File: config.mk
export PLATFORM = sky130hd
export DESIGN_NAME = hsv_conv_sched
export DESIGN_NICKNAME = d
export VERILOG_FILES = /design/src/rtl/hsv_sched_pkg.sv /design/src/rtl/rgb_rsp_fifo.sv /design/src/rtl/hsv_conv_sched.sv
export SDC_FILE = /design/constraint.sdc
export NUM_CORES = 1
export LEC_CHECK = 0
export ABC_AREA = 1
export CAP_MARGIN = 20
export CORE_MARGIN = 5
export CORE_UTILIZATION = 54
export DETAILED_ROUTE_END_ITERATION = 7
export GPL_ROUTABILITY_DRIVEN = 0
export MAX_ROUTING_LAYER = met4
export PLACE_DENSITY = 0.91
export SLEW_MARGIN = 25
export SYNTH_ARGS = -nofsm -noshare
export SYNTH_HDL_FRONTEND = slang
export SYNTH_SLANG_ARGS = --single-unit
File: constraint.sdc
create_clock -name clk -period 3.7 [get_ports clk]
set_clock_uncertainty 0.15 [all_clocks]
set_input_delay 0.74 -clock clk [delete_from_list [all_inputs] [get_ports clk]]
set_output_delay 0.74 -clock clk [all_outputs]
set_load 0.005 [all_outputs]
File: src/rtl/hsv_sched_pkg.sv
// Shared types and defaults for the two-requester hsv2rgb converter scheduler.
package hsv_sched_pkg;

    localparam int unsigned PIXEL_W = 24;

    // Field offsets inside a {H, S, V} pixel word
    localparam int unsigned H_LSB = 16;
    localparam int unsigned S_LSB = 8;
    localparam int unsigned V_LSB = 0;

    localparam int unsigned DEF_CONV_LAT   = 1;
    localparam int unsigned DEF_FIFO_DEPTH = 4;

    // Requester identifier: 0 or 1
    typedef logic req_id_t;

    // One stage of the tag pipe that shadows the converter
    typedef struct packed {
        logic    valid;
        req_id_t id;
    } tag_t;

endpackage

File: src/rtl/rgb_rsp_fifo.sv
// First-word-fall-through response FIFO with occupancy count.
// DEPTH must be a power of two so the pointers wrap naturally.
module rgb_rsp_fifo
    import hsv_sched_pkg::*;
#(
    parameter int unsigned DEPTH = DEF_FIFO_DEPTH,
    parameter int unsigned WIDTH = PIXEL_W,
    localparam int unsigned AW = $clog2(DEPTH),
    localparam int unsigned CW = $clog2(DEPTH + 1)
) (
    input  logic             clk,
    input  logic             reset_n,
    input  logic             push,
    input  logic [WIDTH-1:0] din,
    input  logic             pop,
    output logic [WIDTH-1:0] dout,
    output logic             empty,
    output logic [CW-1:0]    count
);

    logic [WIDTH-1:0] mem [DEPTH];
    logic [AW-1:0]    wr_ptr;
    logic [AW-1:0]    rd_ptr;
    logic             do_push;
    logic             do_pop;

    assign empty   = (count == '0);
    assign do_push = push && (count != CW'(DEPTH));
    assign do_pop  = pop && !empty;
    assign dout    = mem[rd_ptr];

    // Storage write; contents need no reset since count gates visibility
    always_ff @(posedge clk) begin
        if (do_push) begin
            mem[wr_ptr] <= din;
        end
    end

    // Pointer and occupancy bookkeeping
    always_ff @(posedge clk) begin
        if (!reset_n) begin
            wr_ptr <= '0;
            rd_ptr <= '0;
            count  <= '0;
        end else begin
            if (do_push) begin
                wr_ptr <= wr_ptr + AW'(1);
            end
            if (do_pop) begin
                rd_ptr <= rd_ptr + AW'(1);
            end
            case ({do_push, do_pop})
                2'b10:   count <= count + CW'(1);
                2'b01:   count <= count - CW'(1);
                default: count <= count;
            endcase
        end
    end

endmodule

File: src/rtl/hsv_conv_sched.sv
// Round-robin scheduler sharing one pipelined hsv2rgb converter between two
// requesters, with credit-based issue into per-requester response FIFOs.
// Optional grant statistics are enabled by defining HSV_SCHED_STATS_EN.
module hsv_conv_sched
    import hsv_sched_pkg::*;
#(
    parameter int unsigned CONV_LAT   = DEF_CONV_LAT,
    parameter int unsigned FIFO_DEPTH = DEF_FIFO_DEPTH
`ifdef HSV_SCHED_STATS_EN
    ,
    parameter int unsigned STAT_W     = 16
`endif
) (
    input  logic               clk,
    input  logic               reset_n,
    input  logic               req0_valid,
    input  logic [PIXEL_W-1:0] req0_hsv,
    output logic               req0_ready,
    input  logic               req1_valid,
    input  logic [PIXEL_W-1:0] req1_hsv,
    output logic               req1_ready,
    output logic               rsp0_valid,
    output logic [PIXEL_W-1:0] rsp0_rgb,
    input  logic               rsp0_ready,
    output logic               rsp1_valid,
    output logic [PIXEL_W-1:0] rsp1_rgb,
    input  logic               rsp1_ready,
    output logic [PIXEL_W-1:0] cv_hsv,
    input  logic [PIXEL_W-1:0] cv_rgb
`ifdef HSV_SCHED_STATS_EN
    ,
    output logic [STAT_W-1:0]  stat0_grants,
    output logic [STAT_W-1:0]  stat1_grants
`endif
);

    localparam int unsigned CW  = $clog2(FIFO_DEPTH + 1);
    localparam int unsigned CW1 = CW + 1;
    localparam logic [CW:0] DEPTH_V = CW1'(FIFO_DEPTH);

    logic [1:0]         req_valid;
    logic [1:0]         rsp_ready;
    logic [1:0]         elig;
    logic [1:0]         grant;
    logic [1:0]         retire;
    logic [1:0]         fifo_empty;
    logic [PIXEL_W-1:0] req_hsv    [2];
    logic [PIXEL_W-1:0] rsp_rgb    [2];
    logic [CW-1:0]      fifo_count [2];
    logic [CW-1:0]      inflight   [2];
    req_id_t            last_grant;
    tag_t               tag_pipe   [CONV_LAT+1];

    assign req_valid  = {req1_valid, req0_valid};
    assign rsp_ready  = {rsp1_ready, rsp0_ready};
    assign req_hsv[0] = req0_hsv;
    assign req_hsv[1] = req1_hsv;

    assign req0_ready = grant[0];
    assign req1_ready = grant[1];
    assign rsp0_valid = !fifo_empty[0];
    assign rsp1_valid = !fifo_empty[1];
    assign rsp0_rgb   = rsp_rgb[0];
    assign rsp1_rgb   = rsp_rgb[1];

    for (genvar i = 0; i < 2; i++) begin : g_req
        // Credit counts FIFO slots plus results still in the converter
        assign elig[i]   = req_valid[i] &&
                           (({1'b0, fifo_count[i]} + {1'b0, inflight[i]}) < DEPTH_V);
        assign retire[i] = tag_pipe[CONV_LAT].valid &&
                           (tag_pipe[CONV_LAT].id == req_id_t'(i));

        // In-flight tracking: up on issue, down on retire
        always_ff @(posedge clk) begin
            if (!reset_n) begin
                inflight[i] <= '0;
            end else begin
                case ({grant[i], retire[i]})
                    2'b10:   inflight[i] <= inflight[i] + CW'(1);
                    2'b01:   inflight[i] <= inflight[i] - CW'(1);
                    default: inflight[i] <= inflight[i];
                endcase
            end
        end

        rgb_rsp_fifo #(
            .DEPTH (FIFO_DEPTH),
            .WIDTH (PIXEL_W)
        ) u_fifo (
            .clk     (clk),
            .reset_n (reset_n),
            .push    (retire[i]),
            .din     (cv_rgb),
            .pop     (rsp_ready[i]),
            .dout    (rsp_rgb[i]),
            .empty   (fifo_empty[i]),
            .count   (fifo_count[i])
        );
    end

    // Round-robin grant; a tie goes to the requester not granted last
    always_comb begin
        grant = '0;
        if (reset_n) begin
            if (elig[0] && (!elig[1] || last_grant == 1'b1)) begin
                grant[0] = 1'b1;
            end else if (elig[1]) begin
                grant[1] = 1'b1;
            end
        end
    end

    // Round-robin pointer, moves only when something is granted
    always_ff @(posedge clk) begin
        if (!reset_n) begin
            last_grant <= 1'b1;
        end else if (|grant) begin
            last_grant <= grant[1];
        end
    end

    // Converter input register, holds its value when nothing is issued
    always_ff @(posedge clk) begin
        if (!reset_n) begin
            cv_hsv <= '0;
        end else if (grant[0]) begin
            cv_hsv <= req_hsv[0];
        end else if (grant[1]) begin
            cv_hsv <= req_hsv[1];
        end
    end

    // Tag pipe shadowing the converter latency
    always_ff @(posedge clk) begin
        if (!reset_n) begin
            for (int unsigned k = 0; k <= CONV_LAT; k++) begin
                tag_pipe[k] <= '0;
            end
        end else begin
            tag_pipe[0] <= '{valid: |grant, id: grant[1]};
            for (int unsigned k = 1; k <= CONV_LAT; k++) begin
                tag_pipe[k] <= tag_pipe[k-1];
            end
        end
    end

`ifdef HSV_SCHED_STATS_EN
    // Saturating per-requester grant counters
    always_ff @(posedge clk) begin
        if (!reset_n) begin
            stat0_grants <= '0;
            stat1_grants <= '0;
        end else begin
            if (grant[0] && stat0_grants != '1) begin
                stat0_grants <= stat0_grants + STAT_W'(1);
            end
            if (grant[1] && stat1_grants != '1) begin
                stat1_grants <= stat1_grants + STAT_W'(1);
            end
        end
    end
`endif

endmodule

## Word level (Yosys, flattened, before mapping)

Memory sizes are Yosys's and may differ from the RTL's. A register that Yosys moved wholly into a read port is not among the register bits.
Cells that the tools add are included.

| storage, ports and cells | value |
|---|---|
| flip-flop bits (word level) | 39 |
| bits in latches | 0 |
| RAM bits | 202 |
| memory bits (read-only) | 0 |
| bits of input ports | 78 |
| memories kept | 4 |

Memories:

| memory | depth | width | read ports | clocked after memory_dff | wr ports | RTL line | source |
|---|---|---|---|---|---|---|---|
| g_req[0].u_fifo.mem | 4 | 24 | 1 | 1 | 1 | rgb_rsp_fifo.sv:21 | `logic [WIDTH-1:0] mem [DEPTH];` |
| g_req[1].u_fifo.mem | 4 | 24 | 1 | 1 | 1 | rgb_rsp_fifo.sv:21 |  |
| inflight | 2 | 3 | 2 | 0 | 2 | hsv_conv_sched.sv:50 | `logic [CW-1:0] inflight [2];` |
| tag_pipe | 2 | 2 | 2 | 0 | 2 | hsv_conv_sched.sv:52 | `tag_t tag_pipe [CONV_LAT+1];` |

| cells by class | value |
|---|---|
| $add $sub $neg | 14 |
| $mul | 0 |
| div/mod/pow operators | 0 |
| $lt $le $gt $ge | 2 |
| equal/unequal tests | 10 |
| shifts and indexed selects | 0 |
| mux-type cells | 44 |
| bitwise logic cells | 9 |
| reduce and logical (&&, ||, !) cells | 21 |

Operator list:

| operator | number |
|---|---|
| $mux 24 | 2 |
| $mux 1 | 27 |
| $mux 3 | 6 |
| $mux 2 | 7 |
| $add 3x1->3 const B | 4 |
| $pmux 3 s2 | 2 |
| $sub 3x1->3 const B | 4 |
| $logic_and 1x1->1 | 9 |
| $add 2x1->2 const B | 4 |
| $add 3x3->4 | 2 |
| $eq 2x1->1 const B | 4 |
| $eq 2x2->1 const B | 4 |
| $lt 4x3->1 const B | 2 |
| $or 1x1->1 | 8 |
| $logic_not 3->1 | 2 |
| $ne 3x3->1 const B | 2 |
| $reduce_bool 2->1 | 3 |
| $reduce_or 2->1 | 3 |
| $logic_not 1->1 | 3 |
| $logic_or 1x1->1 | 1 |
| $not 1->1 | 1 |

## Logic depth before layout (Yosys ltp)

| depth | value |
|---|---|
| depth in word-level cells | 15 |
| depth in mapped cells | 15 |
| gate-level depth less buffers | 14 |

## Cells and area by module

Synthesis repeated with hierarchy kept, for this count alone.

| unflattened totals | value |
|---|---|
| cell total of the unflattened synthesis | 900 |
| area, all modules | 10563.9 sq um |

By module, submodules not included:

| module | times used | cells an instance | area an instance (sq um) | seq. area each (sq um) |
|---|---|---|---|---|
| rgb_rsp_fifo | 2 | 300 | 4210.3 | 3062.9 |
| hsv_conv_sched | 1 | 300 | 2143.3 | 760.7 |

## Worst setup path after synthesis

Ideal clock, no wire load.

| path | value |
|---|---|
| path kind | input to register |
| start point | input port reset_n |
| end point | memory inflight[1][1] (netlist bit), data pin |
| setup time | 0.128 ns |
| data arrival time | 2.467 ns |
| path slack | 0.955 ns |
| stages on the path | 10 |
| buffers on the path | 2 |
| cell sequence | buf_2 -> inv_1 -> nor2_2 -> nand2_8 -> buf_6 -> ha_1 -> nand2_1 -> fa_1 -> or2_2 -> inv_1 |

RTL lines:

| element | RTL line | source |
|---|---|---|
| from (decl) | hsv_conv_sched.sv:15 | `input logic reset_n,` |
| to (decl) | hsv_conv_sched.sv:50 |  |

==> impl_metrics.py <==
metrics = {
    "run_status": {
        "outcome": "completed",
    },
    "power": {
        "power_frac_clock_pct": 33.8,
        "p_seq_share_pct": 44.5,
        "p_leak_nw": 4.62,
        "peakVddDrop_uv": 290,
        "power_mw": 7.19,
        "powerDensity_nw_per_um2": 560,
        "swShare_pct": 26.2,
        "intPower_mw": 5.31,
        "comb_power_share_pct": 21.7,
        "power_switching_mw": 1.88,
    },
    "synth": {
        "yosys_register_bits": 245,
        "yosys.area.top_type_share_pct": 57.7,
        "synth_edf_count": 198,
        "yosysSeqAreaShare_pct": 66.8,
        "ys.flop_type": "edfxtp_1",
        "synth_area_um2": 10300,
        "netlist_instances": 871,
        "ys_types": 36,
        "ys_warn_count": 0,
        "synth_commonest_cells": "198 x edfxtp_1, 117 x nor2_1, 115 x o21ai_0",
        "yosysMostFrequentCell": "edfxtp_1",
        "synthArstFlopShare_pct": 0,
        "avgSynthCellArea_um2": 11.8,
        "synth_fp_nets": 972,
        "synth_largest_area_cell": "edfxtp_1",
        "synth_area_leaders": "edfxtp_1 58%, dfxtp_1 9.1%, o21ai_0 5.6%",
    },
    "finish": {
        "drive_above_1_share_pct": 11.8,
        "finalNetCount": 1122,
        "syn2layout_area_growth_pct": 24.6,
        "nFillCells": 1265,
        "diodes": 0,
        "design_area_um2": 12900,
        "fin_cells": 1273,
    },
    "min_path": {
        "min_path_type": "flip-flop to flip-flop",
    },
    "critical_path": {
        "crit_buf_inv": 4,
        "crit_chain": "buf_4 > inv_1 > buf_4 > o21ai_0 > o22ai_1 > clkdlybuf4s50_1",
        "max_stage_delay_ns": 0.56,
        "crit_family": "buffers and inverters",
        "path_class": "flip-flop to output pin",
        "cp_common_cell": "buf_4",
        "crit_slowest_cell": "clkdlybuf4s50_1",
        "crit_required_ns": 2.81,
        "worstPathArrival_ns": 2.56,
        "crit_fanout": 48,
        "start_kind": "flip-flop",
        "endpoint_kind": "output pin",
    },
    "clocking": {
        "cts_buffers": 24,
        "cts_tree": "yes",
        "clk_latency_ns": 0.50,
        "path_clk_slew_ns": 0.06,
        "cts_root_buf": "clkbuf_16",
        "post_cts_buffers": 0,
        "cts_sinks": 245,
        "ctsResizeCount": 0,
        "clk_path_buf_depth": 3,
        "hold_buffers": 0,
        "htreeDepth": 1,
    },
    "sta": {
        "timing.final.crit_share_pct": 93.1,
        "setup_tns_ns": 0,
        "final_hold_viol_count": 0,
        "final-setup-viol-count": 0,
        "worst_pin_slew_ns": 0.810,
        "rsz0062_at_grt": "no",
        "fin_crit_ns": 3.45,
        "slew_viol_final": 0,
        "max_slew_margin_pct": 45.9,
        "clock.fmax_mhz": 290,
        "holdWs_ns": 0.261,
    },
    "grt": {
        "busiest_layer": "met2",
        "grt_pass1_vias": 7020,
        "grt_util_met3_pct": 4.20,
        "track_usage_pct": 21.3,
        "grt_use_met2_pct": 37.5,
        "overflow": 0,
        "use_met1_pct": 25.5,
        "antenna_found_initial": 0,
        "grt_first_pass_wirelength_um": 36100,
        "grt_max_degree": 51,
    },
    "floorplanning": {
        "std_cell_rows": 50,
        "start_util_pct": 54.9,
        "ios": 154,
        "die_area_um2": 22000,
        "die_x_um": 148,
        "core_um2": 18800,
        "die_y_um": 148,
    },
    "drt": {
        "drtAntennaViolNets": 0,
        "routed_wl_um": 23000,
        "drc": 0,
        "via_per_inst": 5.58,
        "vias": 7104,
        "drt_pass1_iterations": 5,
        "wl_per_cell_um": 18.1,
        "drt_first_iter_violations": 478,
    },
    "placed_design": {
        "placed_area_um2": 12100,
        "hpwl_um": 14000,
        "dp.cells": 1229,
        "io_buffers": 153,
    },
    "run": {
        "drv_cap": 0,
    },
}
[area by class of cell]
type                            count  area, µm²  area share [%]
Timing Repair Buffer              175       1690            13.2
Clock buffer                       34        669            5.21
Sequential cell                   245       6890            53.6
Tap cell                          234        293            2.28
Inverter                           50        193            1.50
Multi-Input combinational cell    525       2990            23.3
Clock inverter                     10        124           0.964
[layer usage]
| metal | share of wire (%) | wire length [µm] | vias up |
|---|---|---|---|
| met4 | 1.7 | 397 | 0 |
| met5 | 0 | 0 | - |
| li1 | - | - | 3371 |
| met2 | 51 | 11700 | 360 |
| met3 | 9.9 | 2280 | 39 |
| met1 | 37 | 8590 | 3334 |
[state kept, by name, indices dropped and copies added, names as in the netlist, named ones only]
| name | flops |
|---|---|
| last_grant | 1 |
| inflight | 6 |
| cv_hsv | 24 |
| g_req.u_fifo.count | 6 |
| g_req.u_fifo.wr_ptr | 4 |
| g_req.u_fifo.rd_ptr | 4 |
| g_req.u_fifo.mem | 192 |
| tag_pipe | 4 |
[per-stage QoR]
step                setup slack [ns]  utilization, %
floorplan                      0.955               -
global placement               0.365            64.2
CTS                            0.259            68.5
global route                   0.104            68.5
detailed placement             0.365            64.2
finish                         0.255            68.5
[power groups by stage]
| stage | registers (mW) | logic, mW | clock network (mW) |
|---|---|---|---|
| after floorplan | 3.25 | 0.870 | 0 |
| after global placement | 3.25 | 1.50 | 0 |
| after detailed placement | 3.26 | 1.54 | 0 |
| after CTS | 3.20 | 1.58 | 2.48 |
| after global routing | 3.22 | 1.72 | 2.61 |
| final | 3.20 | 1.56 | 2.43 |
[path summary, 6_finish.rpt]
kind | startpoint | to | slack, ns | cells after the start
worst max-delay path | flip-flop | rsp1_rgb[9] | 0.25 | 6
worst min-delay path | tag_pipe[0][0] | tag_pipe[0][2] | 0.26 | 2
worst max register to register | inflight[0][2] | inflight[1][2] | 0.87 | 12
worst min register to register | tag_pipe[0][0] | tag_pipe[0][2] | 0.26 | 2
[worst register-to-register path, stage by stage (launching register included)]
cell and delay, ns:
edfxtp_1 0.44, ha_1 0.30, nor2_1 0.12, nand2_2 0.10
nor2_8 0.14, nand2_4 0.08, nand2_8 0.11, ha_1 0.15
nand2_1 0.12, fa_1 0.41, xor2_1 0.17, o21ai_0 0.22
a21oi_1 0.07
[cell families after synthesis]
group,synth area share (%)
compound gates,9.82
xor+xnor,0.255
fa+ha+maj,3.01
buf+inv,4.37
flops,66.8
simple gates,15.8
[cell usage in the layout, fill, tap and decap left out, drive strengths merged]
cell type / n
edfxtp: 198
nor2: 162
clkdlybuf4s50: 152
o21ai: 117
nand2: 93
inv: 50
o22ai: 48
dfxtp: 47
clkbuf: 34
nand3b: 24
nand4: 24
buf: 23
a21oi: 20
ha: 20
clkinv: 7
nand3: 5
fa: 3
bufinv: 3
and2: 2
xor2: 2
a31oi: 1
o31ai: 1
xnor2: 1
or2: 1
o211ai: 1
No activity file was read; power rests on OpenSTA's default activity.
